## config.mk

```make
export PLATFORM = sky130hd
export DESIGN_NAME = dsp_onepole_mc_flat
export DESIGN_NICKNAME = d
export VERILOG_FILES = /design/src/rtl/dsp_onepole_pkg.sv /design/src/rtl/dsp_onepole_mc_if.sv /design/src/rtl/onepole_mac.sv /design/src/rtl/dsp_onepole_mc.sv /design/src/flat_wrapper.sv
export SDC_FILE = /design/constraint.sdc
export NUM_CORES = 1
export LEC_CHECK = 0
export ABC_AREA = 1
export CAP_MARGIN = 15
export CORE_MARGIN = 3
export CORE_UTILIZATION = 45
export CTS_BUF_LIST = sky130_fd_sc_hd__clkbuf_4 sky130_fd_sc_hd__clkbuf_8
export DETAILED_ROUTE_END_ITERATION = 10
export PLACE_DENSITY = 0.62
export SYNTH_ARGS = -nofsm -noshare
export SYNTH_HDL_FRONTEND = slang
export SYNTH_SLANG_ARGS = --single-unit
```

## constraint.sdc

```tcl
create_clock -name clk -period 22 [get_ports clk]
set_input_delay 6.6 -clock clk [delete_from_list [all_inputs] [get_ports clk]]
set_output_delay 6.6 -clock clk [all_outputs]
set_load 0.05 [all_outputs]
```

## src/rtl/dsp_onepole_pkg.sv

```systemverilog
// Shared types and constants for the multi-channel one-pole filter.
package dsp_onepole_pkg;

  localparam logic MODE_LP = 1'b0;
  localparam logic MODE_HP = 1'b1;

  typedef enum logic [1:0] {
    S_IDLE,
    S_RUN,
    S_DRAIN
  } op_state_t;

  function automatic int fx_one(input int frac);
    return 1 << frac;
  endfunction

endpackage

```

## src/rtl/dsp_onepole_mc_if.sv

```systemverilog
// Frame handshake plus packed per-channel sample/coefficient lanes for dsp_onepole_mc.
interface dsp_onepole_mc_if #(
  parameter int WIDTH    = 16,
  parameter int CHANNELS = 4
);
  logic                      frame_valid;
  logic                      in_ready;
  logic                      clear;
  logic [CHANNELS*WIDTH-1:0] sigIn;
  logic [CHANNELS*WIDTH-1:0] cutoff;
  logic [CHANNELS-1:0]       mode;
  logic [CHANNELS*WIDTH-1:0] sigOut;
  logic                      frame_done;

  modport master (
    output frame_valid, clear, sigIn, cutoff, mode,
    input  in_ready, sigOut, frame_done
  );

  modport slave (
    input  frame_valid, clear, sigIn, cutoff, mode,
    output in_ready, sigOut, frame_done
  );
endinterface

```

## src/rtl/onepole_mac.sv

```systemverilog
// One-pole update arithmetic: y = sat(state + floor(diff * coef / 2^FRAC)).
module onepole_mac #(
  parameter int WIDTH = 16,
  parameter int FRAC  = 14
) (
  input  logic signed [WIDTH:0]   diff,
  input  logic signed [WIDTH-1:0] coef,
  input  logic signed [WIDTH-1:0] state,
  output logic signed [WIDTH-1:0] y
);
  localparam int PW = 2 * WIDTH + 1;

  logic signed [PW-1:0] prod;
  logic signed [PW-1:0] prod_sh;
  logic signed [PW:0]   sum;

  // Low PW bits of a two's complement product do not depend on signedness.
  assign prod    = {{WIDTH{diff[WIDTH]}}, diff} * {{(WIDTH+1){coef[WIDTH-1]}}, coef};
  assign prod_sh = prod >>> FRAC;
  assign sum     = {prod_sh[PW-1], prod_sh} + {{(PW+1-WIDTH){state[WIDTH-1]}}, state};

  always_comb begin
    y = sum[WIDTH-1:0];
    if (sum[PW:WIDTH-1] != {(PW-WIDTH+2){sum[PW]}}) begin
      y = sum[PW] ? {1'b1, {(WIDTH-1){1'b0}}} : {1'b0, {(WIDTH-1){1'b1}}};
    end
  end
endmodule

```

## src/rtl/dsp_onepole_mc.sv

```systemverilog
// Time-multiplexed one-pole filter bank: one channel per cycle through a shared MAC.
// Per-channel highpass output exists only when ONEPOLE_HP_EN is defined.
module dsp_onepole_mc
  import dsp_onepole_pkg::*;
#(
  parameter int WIDTH    = 16,
  parameter int FRAC     = 14,
  parameter int CHANNELS = 4
) (
  input  logic            clk,
  input  logic            rst,
  dsp_onepole_mc_if.slave bus
);
  localparam int CW = (CHANNELS > 1) ? $clog2(CHANNELS) : 1;
  localparam logic signed [WIDTH-1:0] ONE  = WIDTH'(fx_one(FRAC));
  localparam logic signed [WIDTH-1:0] MAXV = {1'b0, {(WIDTH-1){1'b1}}};
  localparam logic signed [WIDTH-1:0] MINV = {1'b1, {(WIDTH-1){1'b0}}};

  op_state_t st, st_nxt;
  logic                    accept;
  logic [CW-1:0]           ch, b_ch;
  logic                    b_vld, done;
  logic signed [WIDTH:0]   diff_q;
  logic signed [WIDTH-1:0] x_q   [CHANNELS];
  logic signed [WIDTH-1:0] cut_q [CHANNELS];
  logic signed [WIDTH-1:0] ys_q  [CHANNELS];
  logic signed [WIDTH-1:0] out_q [CHANNELS];
  logic signed [WIDTH-1:0] mac_y, y_out;
  logic [CHANNELS*WIDTH-1:0] sig_out_w;

  function automatic logic signed [WIDTH-1:0] clamp_cut(input logic signed [WIDTH-1:0] c);
    if (c[WIDTH-1]) return '0;
    if (c > ONE)    return ONE;
    return c;
  endfunction

  always_ff @(posedge clk or posedge rst) begin
    if (rst) begin
      st <= S_IDLE;
      ch <= '0;
    end else begin
      st <= st_nxt;
      ch <= (st == S_RUN && st_nxt == S_RUN) ? ch + 1'b1 : '0;
    end
  end

  always_comb begin
    st_nxt = st;
    accept = 1'b0;
    case (st)
      S_IDLE:  if (bus.frame_valid) begin
                 st_nxt = S_RUN;
                 accept = 1'b1;
               end
      S_RUN:   if (ch == CW'(CHANNELS - 1)) st_nxt = S_DRAIN;
      S_DRAIN: st_nxt = S_IDLE;
      default: st_nxt = S_IDLE;
    endcase
    // Clear wins over a new frame and aborts one in flight.
    if (bus.clear) begin
      st_nxt = S_IDLE;
      accept = 1'b0;
    end
  end

  onepole_mac #(.WIDTH(WIDTH), .FRAC(FRAC)) u_mac (
    .diff  (diff_q),
    .coef  (cut_q[b_ch]),
    .state (ys_q[b_ch]),
    .y     (mac_y)
  );

`ifdef ONEPOLE_HP_EN
  logic [CHANNELS-1:0]   mode_q;
  logic signed [WIDTH:0] hp_diff;

  assign hp_diff = {x_q[b_ch][WIDTH-1], x_q[b_ch]} - {mac_y[WIDTH-1], mac_y};

  always_comb begin
    y_out = mac_y;
    if (mode_q[b_ch] == MODE_HP) begin
      if (hp_diff[WIDTH] != hp_diff[WIDTH-1]) y_out = hp_diff[WIDTH] ? MINV : MAXV;
      else                                    y_out = hp_diff[WIDTH-1:0];
    end
  end

  always_ff @(posedge clk or posedge rst) begin
    if (rst)         mode_q <= '0;
    else if (accept) mode_q <= bus.mode;
  end
`else
  logic mode_unused;
  assign mode_unused = ^bus.mode;
  assign y_out       = mac_y;
`endif

  always_ff @(posedge clk or posedge rst) begin
    if (rst) begin
      done   <= 1'b0;
      b_vld  <= 1'b0;
      b_ch   <= '0;
      diff_q <= '0;
      for (int c = 0; c < CHANNELS; c++) begin
        x_q[c]   <= '0;
        cut_q[c] <= '0;
        ys_q[c]  <= '0;
        out_q[c] <= '0;
      end
    end else begin
      done   <= (st == S_DRAIN) && !bus.clear;
      b_vld  <= (st == S_RUN) && !bus.clear;
      b_ch   <= ch;
      diff_q <= {x_q[ch][WIDTH-1], x_q[ch]} - {ys_q[ch][WIDTH-1], ys_q[ch]};
      if (accept) begin
        for (int c = 0; c < CHANNELS; c++) begin
          x_q[c]   <= bus.sigIn[c*WIDTH +: WIDTH];
          cut_q[c] <= clamp_cut(bus.cutoff[c*WIDTH +: WIDTH]);
        end
      end
      if (bus.clear) begin
        for (int c = 0; c < CHANNELS; c++) begin
          ys_q[c]  <= '0;
          out_q[c] <= '0;
        end
      end else if (b_vld) begin
        ys_q[b_ch]  <= mac_y;
        out_q[b_ch] <= y_out;
      end
    end
  end

  always_comb begin
    sig_out_w = '0;
    for (int c = 0; c < CHANNELS; c++) sig_out_w[c*WIDTH +: WIDTH] = out_q[c];
  end

  assign bus.sigOut     = sig_out_w;
  assign bus.in_ready   = (st == S_IDLE);
  assign bus.frame_done = done;
endmodule

```

## src/flat_wrapper.sv

```systemverilog
// flat-port wrapper written by rule: the top's interface ports become plain ports
module dsp_onepole_mc_flat import dsp_onepole_pkg::*;
#(
  parameter int WIDTH    = 16,
  parameter int FRAC     = 14,
  parameter int CHANNELS = 4
)
  (clk, rst, bus_frame_valid, bus_clear, bus_sigIn, bus_cutoff, bus_mode, bus_in_ready, bus_sigOut, bus_frame_done);
  dsp_onepole_mc_if #(.WIDTH(WIDTH), .CHANNELS(CHANNELS)) bus_i ();
  input  logic clk;
  input  logic rst;
  input wire logic [$bits(bus_i.frame_valid)-1:0] bus_frame_valid;
  input wire logic [$bits(bus_i.clear)-1:0] bus_clear;
  input wire logic [$bits(bus_i.sigIn)-1:0] bus_sigIn;
  input wire logic [$bits(bus_i.cutoff)-1:0] bus_cutoff;
  input wire logic [$bits(bus_i.mode)-1:0] bus_mode;
  output wire logic [$bits(bus_i.in_ready)-1:0] bus_in_ready;
  output wire logic [$bits(bus_i.sigOut)-1:0] bus_sigOut;
  output wire logic [$bits(bus_i.frame_done)-1:0] bus_frame_done;
  assign bus_i.frame_valid = bus_frame_valid;
  assign bus_i.clear = bus_clear;
  assign bus_i.sigIn = bus_sigIn;
  assign bus_i.cutoff = bus_cutoff;
  assign bus_i.mode = bus_mode;
  assign bus_in_ready = bus_i.in_ready;
  assign bus_sigOut = bus_i.sigOut;
  assign bus_frame_done = bus_i.frame_done;
  dsp_onepole_mc #(.WIDTH(WIDTH), .FRAC(FRAC), .CHANNELS(CHANNELS)) u_core (.clk(clk), .rst(rst), .bus(bus_i));
endmodule
```

==> results.env, run 1 <==
DIE_HEIGHT_UM=227
GLOBALROUTE.TOTALOVERFLOW=0
REG2REGPATHDEPTH=38
ROUTE.DETAILED.DRC=0
HTREEDEPTH=2
REGTOREGSTARTPOINT='u_core.b_ch[0]'
FINAL.SETUP.TNS_PS=0
FINAL_ROUTED_WIRELENGTH_ACROSS_ALL_METAL_LAYERS_UM=68600
FINALSETUPVIOLATIONS=0
WORST_HOLD_PATH_TYPE='reg2reg'
WORST_HOLD_STARTPOINT='u_core.x_q[23]'
MAXIMUM_NUMBER_OF_PINS_ON_ONE_NET_BEFORE_GLOBAL_ROUTE_REPAIR=133
YS_ASYNC_SR_FRACTION_PCT=100
PLACED_CELLS=3518
SYNTHFLOPTYPE='dfrtp_1'
CRIT_PATH_TOP_DELAY_CELL='nor3_1'
CP_COMMON_CELL='nand2_1'
SYNTHESIS.INSTANCES=2793
SYNTH-COMPOUND-AREA-SHARE_PCT=9.49
DRIVE_GT1_SHARE_PCT=4.51
CHIPWIDTH_UM=227
FIRST_PASS_GRT_WIRE_LENGTH_UM=109000
FINAL_NETS=3457
PLACE_HPWL_UM=52500
CLOCK_SINKS=213
NUMPORTBUFFERS=197
DRT_PRE_ANTENNA_ITERS=5
ROUTABILITYCONGESTION=0.922
MAX_FREQ_MHz=94.4
TIMING.FINAL.HOLD_VIOLATIONS=0
SLEW-LIMIT-HEADROOM_PCT=25.1
POST_CTS_RESIZED=0
FINALCLOCKSKEW_PS=55.7
WORSTSETUPENDPOINTTYPE='flop'
REPORT.FINAL.SLEW_VIOL_COUNT=0
IO-PIN-COUNT=202
POSTSYNTHAREAPERCELL_UM2=7.86
CRITICAL_PATH_PEAK_FANOUT=60
SYNTH_SEQ_AREA_SHARE_PCT=24.3
GRT_UTIL_ALL_LAYERS_PCT=27.2
GRT_ANTENNA_BEFORE_REPAIR=0
MAX_CAP_VIOL_COUNT=0
WORST_PIN_SLEW_PS=1110
YOSYS.CELL_TYPES.COUNT=53
POST_SYNTH_FA_HA_MAJ_AREA_FRACTION_PCT=30.4
POST_SYNTH_XOR_AREA_FRACTION_PCT=1.83
NATURE_OF_THE_CRITICAL_PATH_STARTPOINT='flop'
CTS.REPAIR_TIMING.SETUP_BUFFER_COUNT=0
DIE-AREA_UM2=51500
FINALCRITPERIODSHARE_PCT=48.1
ANT_NETS=0
WARNINGS_SYNTHESIS=0
RSZ0062_AT_GRT='false'
TIMING_WORST_SETUP_PATH_TYPE='reg2reg'
NETLIST_AREA_UM2=21900
CTS_MADE_BUFFERS=38
ROUTEDWLPERCELL_UM=19.1
TIMING.CRITICAL_PATH.MAX_DELAY_FAMILY='simple AND/OR/NAND/NOR gates'
HOLD_PATH_CELL_CNT=2
OUTCOME='complete, no violations'
DRT-VIAS-PER-INSTANCE=5.37
SYNTH.FF_LATCH_COUNT=213
LARGEST_FAMILY_OF_LOGIC_CELLS_BY_SYNTHESIZED_AREA='adder cells'
CTS_TREE='built'
CRITICAL-PATH-MAX-STAGE-DELAY_PS=880
DRT_ITER0_DRC=1678
FINAL.MIN_CLOCK_PERIOD_PS=10590
YOSYS.AREA_SHARE.SIMPLE_PCT=23.1
INITIAL_UTILIZATION_PCT=45.8
CORE-AREA_UM2=47900
ROUTE.VIAS.TOTAL=19278
NUM_ANTENNA_CELLS=0
INSERTION_DELAY_TO_THE_LATER_SINK_OF_THE_WORST_SKEW_PAIR_PS=580
CRIT_ARRIVAL_PS=11070
REQUIRED_PS=22480
HOLDBUFCOUNTCTS=0
CTSROOTBUFFERMASTER='clkbuf_8'
CP.BUFFERS_INVERTERS=6
REGISTER_CLOCK_PIN_SLEW_ON_THE_REPORTED_WORST_SETUP_AND_HOLD_PATHS_PS=60
FINAL_CELL_COUNT_NO_FILL=3587
SYN-NUM-NETS=3307
CRITPATHLAUNCH='u_core.b_ch[0]'
WORSTSETUPPATHDEPTH=38
SYNTH-EDFF-COUNT=0
AREA_DELTA_SYNTH_FINAL_PCT=14.9
SYNTHMUXAREASHARE_PCT=0.0513
MAX-CLOCK-PATH-BUFFERS=3
PLACEMENTROWS=80
FIRST_GLOBAL_VIAS=19757
==> stage by stage <==
step / cell area, µm² / hold WS [ps] / util, % / setup WS, ps
after floorplan: 21900 / 378 / - / 9580
after global placement: 24400 / 458 / 50.9 / 11780
after detailed placement: 24400 / 460 / 50.9 / 11660
after CTS: 25200 / 476 / 52.6 / 11610
after global routing: 25200 / 501 / 52.6 / 10820
final: 25200 / 473 / 52.6 / 11410
==> area by class of cell <==
cell class	count	area (µm²)
Fill cell	4593	22700
Multi-Input combinational cell	1965	14300
Sequential cell	213	5330
Timing Repair Buffer	217	2120
Inverter	508	1920
Clock buffer	64	793
Tap cell	615	769
Clock inverter	5	33.8
==> worst min-delay path, cell delays in order (launching register included) <==
cell and delay (ps):
dfrtp_1 330, nand2_1 50, nand2_1 60
==> per-layer routing <==
metal  track usage [%]  vias to the layer above  wire, µm
met5                 0                        -         0
met4              8.35                        0      2340
met3              4.22                      131      4980
met2              43.3                      711     31100
met1              38.6                     9405     30200
li1                  -                     9031         -
==> registers in the layout, indices dropped and copies added (netlist names) <==
signal,cells
u_core.bus.sigOut,64
u_core.b_vld,1
u_core.ch,2
u_core.bus.frame_done,1
u_core.cut_q,60
u_core.diff_q,17
u_core.b_ch,2
u_core.x_q,64
u_core.st,2
==> path summary, 6_finish.rpt <==
check | to | slack [ps]
setup / recovery | u_core.bus.sigOut[44] | 11410
hold / removal | u_core.x_q[23] | 470
setup reg to reg | u_core.bus.sigOut[44] | 11410
hold reg to reg | u_core.x_q[23] | 470
max in group asynchronous | u_core.ch[0] | 13740
min in group asynchronous | u_core.x_q[37] | 6600
==> logic make-up (layout without fill, tap and decap cells) <==
kind of cell	Yosys count	count (layout)
buf+inv	615	794
compound gates	349	349
fa+ha+maj	378	378
mux	1	1
xor+xnor	45	45
flops	213	213
simple gates	1192	1192
==> cells in the mapped netlist, drive strengths merged (12+ instances only) <==
library cell | count | area share (%)
fa | 260 | 24
o21ai | 117 | 2.7
o22ai | 44 | 1.3
dfrtp | 213 | 24
nand2 | 732 | 13
a32o | 13 | 0.59
xnor2 | 20 | 0.83
inv | 501 | 8.6
ha | 118 | 6.7
a21oi | 100 | 2.3
nor2 | 237 | 4.1
o21a | 12 | 0.41
nand4 | 52 | 2.1
a31oi | 13 | 0.37
a22oi | 26 | 0.89
clkbuf | 84 | 1.4
nor4 | 14 | 0.40
nor3 | 14 | 0.34
xor2 | 25 | 1.0
buf | 23 | 0.71
nand3 | 134 | 3.1
==> cell usage in the layout, fill, tap and decap left out, types with 3 or more instances in the layout <==
| cell type | count |
|---|---|
| o22ai_1 | 44 |
| nor2_1 | 234 |
| nor4_1 | 14 |
| clkinv_2 | 3 |
| nand2_2 | 6 |
| and3_1 | 3 |
| clkbuf_4 | 14 |
| xor2_1 | 25 |
| inv_2 | 3 |
| clkinv_1 | 7 |
| clkdlybuf4s50_1 | 197 |
| a221oi_2 | 3 |
| nor3_1 | 13 |
| a31oi_1 | 13 |
| nand3_1 | 129 |
| a21boi_0 | 3 |
| o21a_1 | 12 |
| nand4_1 | 40 |
| ha_1 | 118 |
| a21oi_1 | 100 |
| fa_1 | 260 |
| a32o_1 | 13 |
| o21bai_1 | 6 |
| a22oi_1 | 26 |
| nand3_2 | 4 |
| dfrtp_1 | 212 |
| xnor2_1 | 19 |
| inv_1 | 496 |
| nand4_4 | 8 |
| buf_4 | 20 |
| o21ai_0 | 117 |
| nand2_1 | 724 |
| clkbuf_8 | 50 |
| nand4_2 | 4 |
Power of run 1 is left out: the tool's default activity adds up to more than one toggle a clock period on the data nets, which glitch-free logic cannot reach.
==> run 2: changes to the inputs <==
--- a/config.mk
+++ b/config.mk
@@ -11,7 +11,7 @@
 export CORE_UTILIZATION = 45
 export CTS_BUF_LIST = sky130_fd_sc_hd__clkbuf_4 sky130_fd_sc_hd__clkbuf_8
 export DETAILED_ROUTE_END_ITERATION = 10
-export PLACE_DENSITY = 0.62
+export PLACE_DENSITY = 0.64
 export SYNTH_ARGS = -nofsm -noshare
 export SYNTH_HDL_FRONTEND = slang
 export SYNTH_SLANG_ARGS = --single-unit
==> constraint.sdc (replaced) <==
create_clock -name clk -period 8.9 [get_ports clk]
set_input_delay 2.67 -clock clk [delete_from_list [all_inputs] [get_ports clk]]
set_output_delay 2.67 -clock clk [all_outputs]
set_load 0.05 [all_outputs]
==> results.env, run 2 (same netlist as run 1, synthesis figures left out) <==
INSERTION_DELAY_TO_THE_LATER_SINK_OF_THE_WORST_SKEW_PAIR_PS=560  # -20 ps
SLEW-LIMIT-HEADROOM_PCT=41.6  # +16 points
DRT_PRE_ANTENNA_ITERS=6  # +1
WORSTSETUPENDPOINTTYPE='flop'
MOST_USED_CELLS_IN_THE_LAYOUT_EXCLUDING_FILL_AND_TAP_CELLS='721 x nand2_1, 487 x inv_1, 255 x fa_1'
ROUTABILITYCONGESTION=0.932  # +1.1%
TIMING_WORST_SETUP_PATH_TYPE='reg2reg'
REQUIRED_PS=9340  # -13,140 ps
GRT_UTIL_ALL_LAYERS_PCT=27.1  # -0.11 points
HTREEDEPTH=2  # unchanged
DIE-AREA_UM2=51500  # unchanged
REG2REGPATHDEPTH=42  # +11%
OUTCOME='complete, no violations'
FINAL_ROUTED_WIRELENGTH_ACROSS_ALL_METAL_LAYERS_UM=68500  # about the same
CLOCK_SINKS=213  # unchanged
DRT_ITER0_DRC=1646  # -1.9%
CRIT_PATH_TOP_DELAY_CELL='fa_2'
ROUTEDWLPERCELL_UM=18.7  # -2.0%
CORE-AREA_UM2=47900  # unchanged
CTS_MADE_BUFFERS=38  # unchanged
FINAL_NETS=3535  # +2.3%
MAXIMUM_NUMBER_OF_PINS_ON_ONE_NET_BEFORE_GLOBAL_ROUTE_REPAIR=101  # -24%
WORST_PIN_SLEW_PS=876  # -238 ps
WORSTHOLDENDPOINT='u_core.x_q[44]'
MOST_COMMON_CELL_AFTER_LAYOUT_FILL_AND_TAPS_ASIDE='nand2_1'
REGTOREGSTARTPOINT='u_core.b_ch[1]'
AREA.SEQUENTIAL_UM2=5330  # unchanged
FINALCLOCKSKEW_PS=43.0  # -12.8 ps
CRITPATHLAUNCH='u_core.b_ch[1]'
HOLD_PATH_CELL_CNT=2  # unchanged
CP_COMMON_CELL='nand2_1'
CTS_TREE='built'
IO-PIN-COUNT=202  # unchanged
FILL_CELLS=4509  # -1.8%
ANT_NETS=0  # unchanged
FINAL_CELL_COUNT_NO_FILL=3658  # +2.0%
ROUTE.VIAS.TOTAL=19720  # +2.3%
MAX_CAP_VIOL_COUNT=0  # unchanged
PLACE_HPWL_UM=53900  # +2.6%
MAX_FREQ_MHz=118  # +25%
DRIVE_GT1_SHARE_PCT=8.58  # +4.1 points
FIRST_GLOBAL_VIAS=20361  # +3.1%
DIE_HEIGHT_UM=227  # unchanged
HOLDBUFCOUNTCTS=0  # unchanged
ROUTE.DETAILED.DRC=0  # unchanged
FIRST_PASS_GRT_WIRE_LENGTH_UM=110000  # +0.45%
REGISTER_CLOCK_PIN_SLEW_ON_THE_REPORTED_WORST_SETUP_AND_HOLD_PATHS_PS=70  # about the same
WORST_HOLD_PATH_TYPE='reg2reg'
AREA_DELTA_SYNTH_FINAL_PCT=19.2
NUMPORTBUFFERS=197  # unchanged
INITIAL_UTILIZATION_PCT=45.8  # unchanged
FINAL.SETUP.TNS_PS=0  # unchanged
PLACEMENTROWS=80  # unchanged
FINALSETUPVIOLATIONS=0  # unchanged
CRITICAL_PATH_PEAK_FANOUT=15  # -75%
WORST_HOLD_STARTPOINT='u_core.x_q[44]'
NATURE_OF_THE_CRITICAL_PATH_STARTPOINT='flop'
MULTI_INPUT_COMB_AREA_UM2=14500  # +1.9%
CRIT_ARRIVAL_PS=8930  # -2140 ps
TIMING.FINAL.HOLD_VIOLATIONS=0  # unchanged
FINAL.MIN_CLOCK_PERIOD_PS=8480  # -2110 ps
CHIPWIDTH_UM=227  # unchanged
CRITICAL-PATH-MAX-STAGE-DELAY_PS=630  # -250 ps
REPORT.FINAL.SLEW_VIOL_COUNT=0  # unchanged
CTSROOTBUFFERMASTER='clkbuf_8'
FINALCRITPERIODSHARE_PCT=95.3  # +47 points
HOLD_WS_PS=477  # +3.79 ps
GRT_ANTENNA_BEFORE_REPAIR=1  # +1
DRT-VIAS-PER-INSTANCE=5.39  # +0.31%
REG2REG_SETUP_SLACK_PS=420  # -10,990 ps
PLACED_CELLS=3578  # +1.7%
GLOBALROUTE.TOTALOVERFLOW=0  # unchanged
MAX-CLOCK-PATH-BUFFERS=3  # unchanged
WORSTREG2REGEND='u_core.bus.sigOut[20]'
run 2: cell types whose count changed in the layout (fill, tap and decap cells not counted), sizes merged:
cell and change:
clkbuf -5, clkinvlp +5, inv -5, diode +1
bufinv +1, buf +75, clkinv -1
run 2: repair_timing:
action | CTS | global route
gates resized for setup | 0 | 77
setup buffers | 0 | 16
setup endpoints to repair | 0 | 60
run 2: cell type report:
| class | count | area share (%) |
|---|---|---|
| flip-flops and latches | 213 | 20.4 |
| repair buffers | 294 | 10.9 |
| inverters | 508 | 7.40 |
| clock buffers | 57 | 2.64 |
| clock inverters | 4 | 0.206 |
| repair inverters | 1 | 0.0287 |
| multi-input cells | 1965 | 55.5 |
| well taps | 615 | 2.94 |
| diodes | 1 | 0.00956 |
run 2: worst max path at each step:
stage	to	depth (start not counted)
2_1_floorplan	u_core.b_ch[0]	1
3_3_place_gp	u_core.bus.sigOut[36]	38
3_5_place_dp	u_core.bus.sigOut[4]	38
4_1_cts	u_core.bus.sigOut[4]	38
5_1_grt	u_core.bus.sigOut[52]	42
6_report	u_core.bus.sigOut[20]	42
run 2: per-layer routing:
metal	track usage (%)	share of wire, %
met3	4.32	7.3
met5	0	0
met1	37.3	43
met2	44.0	46
met4	9.04	3.7
run 2: through the flow:
step                area [µm²]  util [%]  setup WS (ps)
floorplan                21900         -            407
global placement         25000      52.0            208
detailed placement       25000      52.0            153
CTS                      25700      53.6            164
global route             26200      54.6          -73.8
finish                   26200      54.6            416
run 2: worst max-delay path, delay by kind of cell (launching register included):
family                     cells  cell delay (ps)
adders and majority gates      8             3730
buffers and inverters         10             1030
DFF                            1              430
AOI/OAI and AO/OA              7             1190
and+or+nand+nor               17             1980
Power of run 2 is left out for the same reason.
==> run 3: changes to the inputs <==
--- a/config.mk
+++ b/config.mk
@@ -11,6 +11,7 @@
 export CORE_UTILIZATION = 45
 export CTS_BUF_LIST = sky130_fd_sc_hd__clkbuf_4 sky130_fd_sc_hd__clkbuf_8
 export DETAILED_ROUTE_END_ITERATION = 10
+export MAX_ROUTING_LAYER = met4
 export PLACE_DENSITY = 0.64
 export SYNTH_ARGS = -nofsm -noshare
 export SYNTH_HDL_FRONTEND = slang
==> results.env, run 3 (same netlist as run 1, synthesis figures left out) <==
GRT_UTIL_ALL_LAYERS_PCT=28.0  # +0.83 points
DRT-VIAS-PER-INSTANCE=5.31  # -1.6%
FINAL.SETUP.TNS_PS=0  # unchanged
MAX_CAP_VIOL_COUNT=0  # unchanged
NUMPORTBUFFERS=197  # unchanged
DRIVE_GT1_SHARE_PCT=9.49  # +0.91 points
CTSROOTBUFFERMASTER='clkbuf_8'
REPORT.FINAL.SLEW_VIOL_COUNT=0  # unchanged
WORST_PIN_SLEW_PS=1040  # +167 ps
ROUTE.DETAILED.DRC=0  # unchanged
HTREEDEPTH=2  # unchanged
INITIAL_UTILIZATION_PCT=45.8  # unchanged
FIRST_GLOBAL_VIAS=20320  # -0.20%
FINAL_ROUTED_WIRELENGTH_ACROSS_ALL_METAL_LAYERS_UM=68200  # -0.42%
FINAL.MIN_CLOCK_PERIOD_PS=8430  # -53.8 ps
ANT_NETS=0  # unchanged
ROUTEDWLPERCELL_UM=18.4  # -1.6%
ROUTABILITYCONGESTION=0.925  # -0.71%
MAXIMUM_NUMBER_OF_PINS_ON_ONE_NET_BEFORE_GLOBAL_ROUTE_REPAIR=81  # -20%
FIRST_PASS_GRT_WIRE_LENGTH_UM=109000  # -0.21%
DRT_PRE_ANTENNA_ITERS=5  # -1
FINALCRITPERIODSHARE_PCT=94.7  # -0.60 points
CRITICAL-PATH-MAX-STAGE-DELAY_PS=580  # -50 ps
SETUP_SLACK_PS=470  # +53.8 ps
CTS_MADE_BUFFERS=38  # unchanged
DIE-AREA_UM2=51500  # unchanged
FINAL_NETS=3574  # +1.1%
FINALSETUPVIOLATIONS=0  # unchanged
WORST_HOLD_PATH_TYPE='reg2reg'
WORSTSETUPENDPOINTTYPE='flop'
CHIPWIDTH_UM=227  # unchanged
TIMING.FINAL.HOLD_VIOLATIONS=0  # unchanged
NATURE_OF_THE_CRITICAL_PATH_STARTPOINT='flop'
RSZ0062_AT_GRT='false'
PRE_CTS_SLACK_PS=125  # -28.2 ps
CRIT_ARRIVAL_PS=8880  # -50 ps
DRT_ITER0_DRC=1398  # -15%
TIMING_WORST_SETUP_PATH_TYPE='reg2reg'
IO-PIN-COUNT=202  # unchanged
MAX-CLOCK-PATH-BUFFERS=3  # unchanged
PLACEMENTROWS=80  # unchanged
OUTCOME='complete, no violations'
PLACE_HPWL_UM=54700  # +1.4%
CORE-AREA_UM2=47900  # unchanged
NUM_ANTENNA_CELLS=0  # -1
CLOCK_SINKS=213  # unchanged
INSERTION_DELAY_TO_THE_LATER_SINK_OF_THE_WORST_SKEW_PAIR_PS=570  # about the same
FINALCLOCKSKEW_PS=49.9  # +6.97 ps
GRT_ANTENNA_BEFORE_REPAIR=0  # -1
REGISTER_CLOCK_PIN_SLEW_ON_THE_REPORTED_WORST_SETUP_AND_HOLD_PATHS_PS=70  # about the same
MOST_USED_CELLS_IN_THE_LAYOUT_EXCLUDING_FILL_AND_TAP_CELLS='723 x nand2_1, 485 x inv_1, 259 x fa_1'
HOLD_WS_PS=471  # -6.12 ps
MOST_COMMON_CELL_AFTER_LAYOUT_FILL_AND_TAPS_ASIDE='nand2_1'
MAX_FREQ_MHz=119  # +0.64%
CTS_TREE='built'
AREA_DELTA_SYNTH_FINAL_PCT=20.4
GLOBALROUTE.TOTALOVERFLOW=0  # unchanged
DIE_HEIGHT_UM=227  # unchanged
REQUIRED_PS=9350  # about the same
CRITICAL_PATH_PEAK_FANOUT=15  # unchanged
ROUTE.VIAS.TOTAL=19650  # -0.35%
SLEW-LIMIT-HEADROOM_PCT=30.5  # -11 points
CRIT_PATH_TOP_DELAY_CELL='fa_1'
CP_COMMON_CELL='inv_1'
## run 3: cell types whose count changed in the layout (fill, tap and decap cells not counted), sizes merged, moves of 2 or more
cell	change
clkinv	+7
buf	+41
bufinv	+2
clkbuf	-6
## run 3: through the flow
| stage | instance area (µm²) | util, % | cells |
|---|---|---|---|
| after floorplan | 21900 | - | 2793 |
| after global placement | 25300 | 52.8 | 3623 |
| final | 26400 | 55.1 | 3703 |
| after CTS | 26100 | 54.5 | 3691 |
| after detailed placement | 25300 | 52.8 | 3623 |
| after global routing | 26400 | 55.1 | 3703 |
## run 3: final timing paths
kind | startpoint | end | slack (ps) | depth (start not counted)
setup / recovery | u_core.b_ch[1] | u_core.bus.sigOut[52] | 470 | 43
hold / removal | u_core.x_q[19] | u_core.x_q[19] | 470 | 2
setup reg to reg | u_core.b_ch[1] | u_core.bus.sigOut[52] | 470 | 43
hold reg to reg | u_core.x_q[19] | u_core.x_q[19] | 470 | 2
max in group asynchronous | rst | u_core.bus.sigOut[55] | 4900 | 3
min in group asynchronous | rst | u_core.x_q[9] | 2530 | 2
## run 3: cell type report
cell class | count | area, µm²
Clock buffer | 53 | 661
Clock inverter | 15 | 180
Fill cell | 4466 | 21500
Inverter | 508 | 1930
Multi-Input combinational cell | 1965 | 14400
Sequential cell | 213 | 5330
Tap cell | 615 | 769
Timing Repair Buffer | 333 | 3140
Timing Repair inverter | 1 | 5.00
## run 3: timing repair
action                     4_1_cts  5_1_grt
setup buffers                    0       10
setup endpoints to repair        0       60
hold buffers                     0        0
gates resized for setup          0       52
## run 3: critical path: cells and delay by family, from the launching register on
family          cells  cell delay [ps]
buf+inv            12             1210
simple gates       15             1740
fa+ha+maj           8             3780
compound gates      7             1030
flops               1              410
xor+xnor            1              160
## run 3: layer usage
layer / up-vias / wire [µm] / GRT usage (%)
li1: 9273 / - / -
met1: 9517 / 29300 / 37.2
met2: 716 / 31300 / 43.5
met3: 144 / 5110 / 5.28
met4: 0 / 2510 / 8.86
met5: - / 0 / -
Power of run 3 is left out for the same reason.
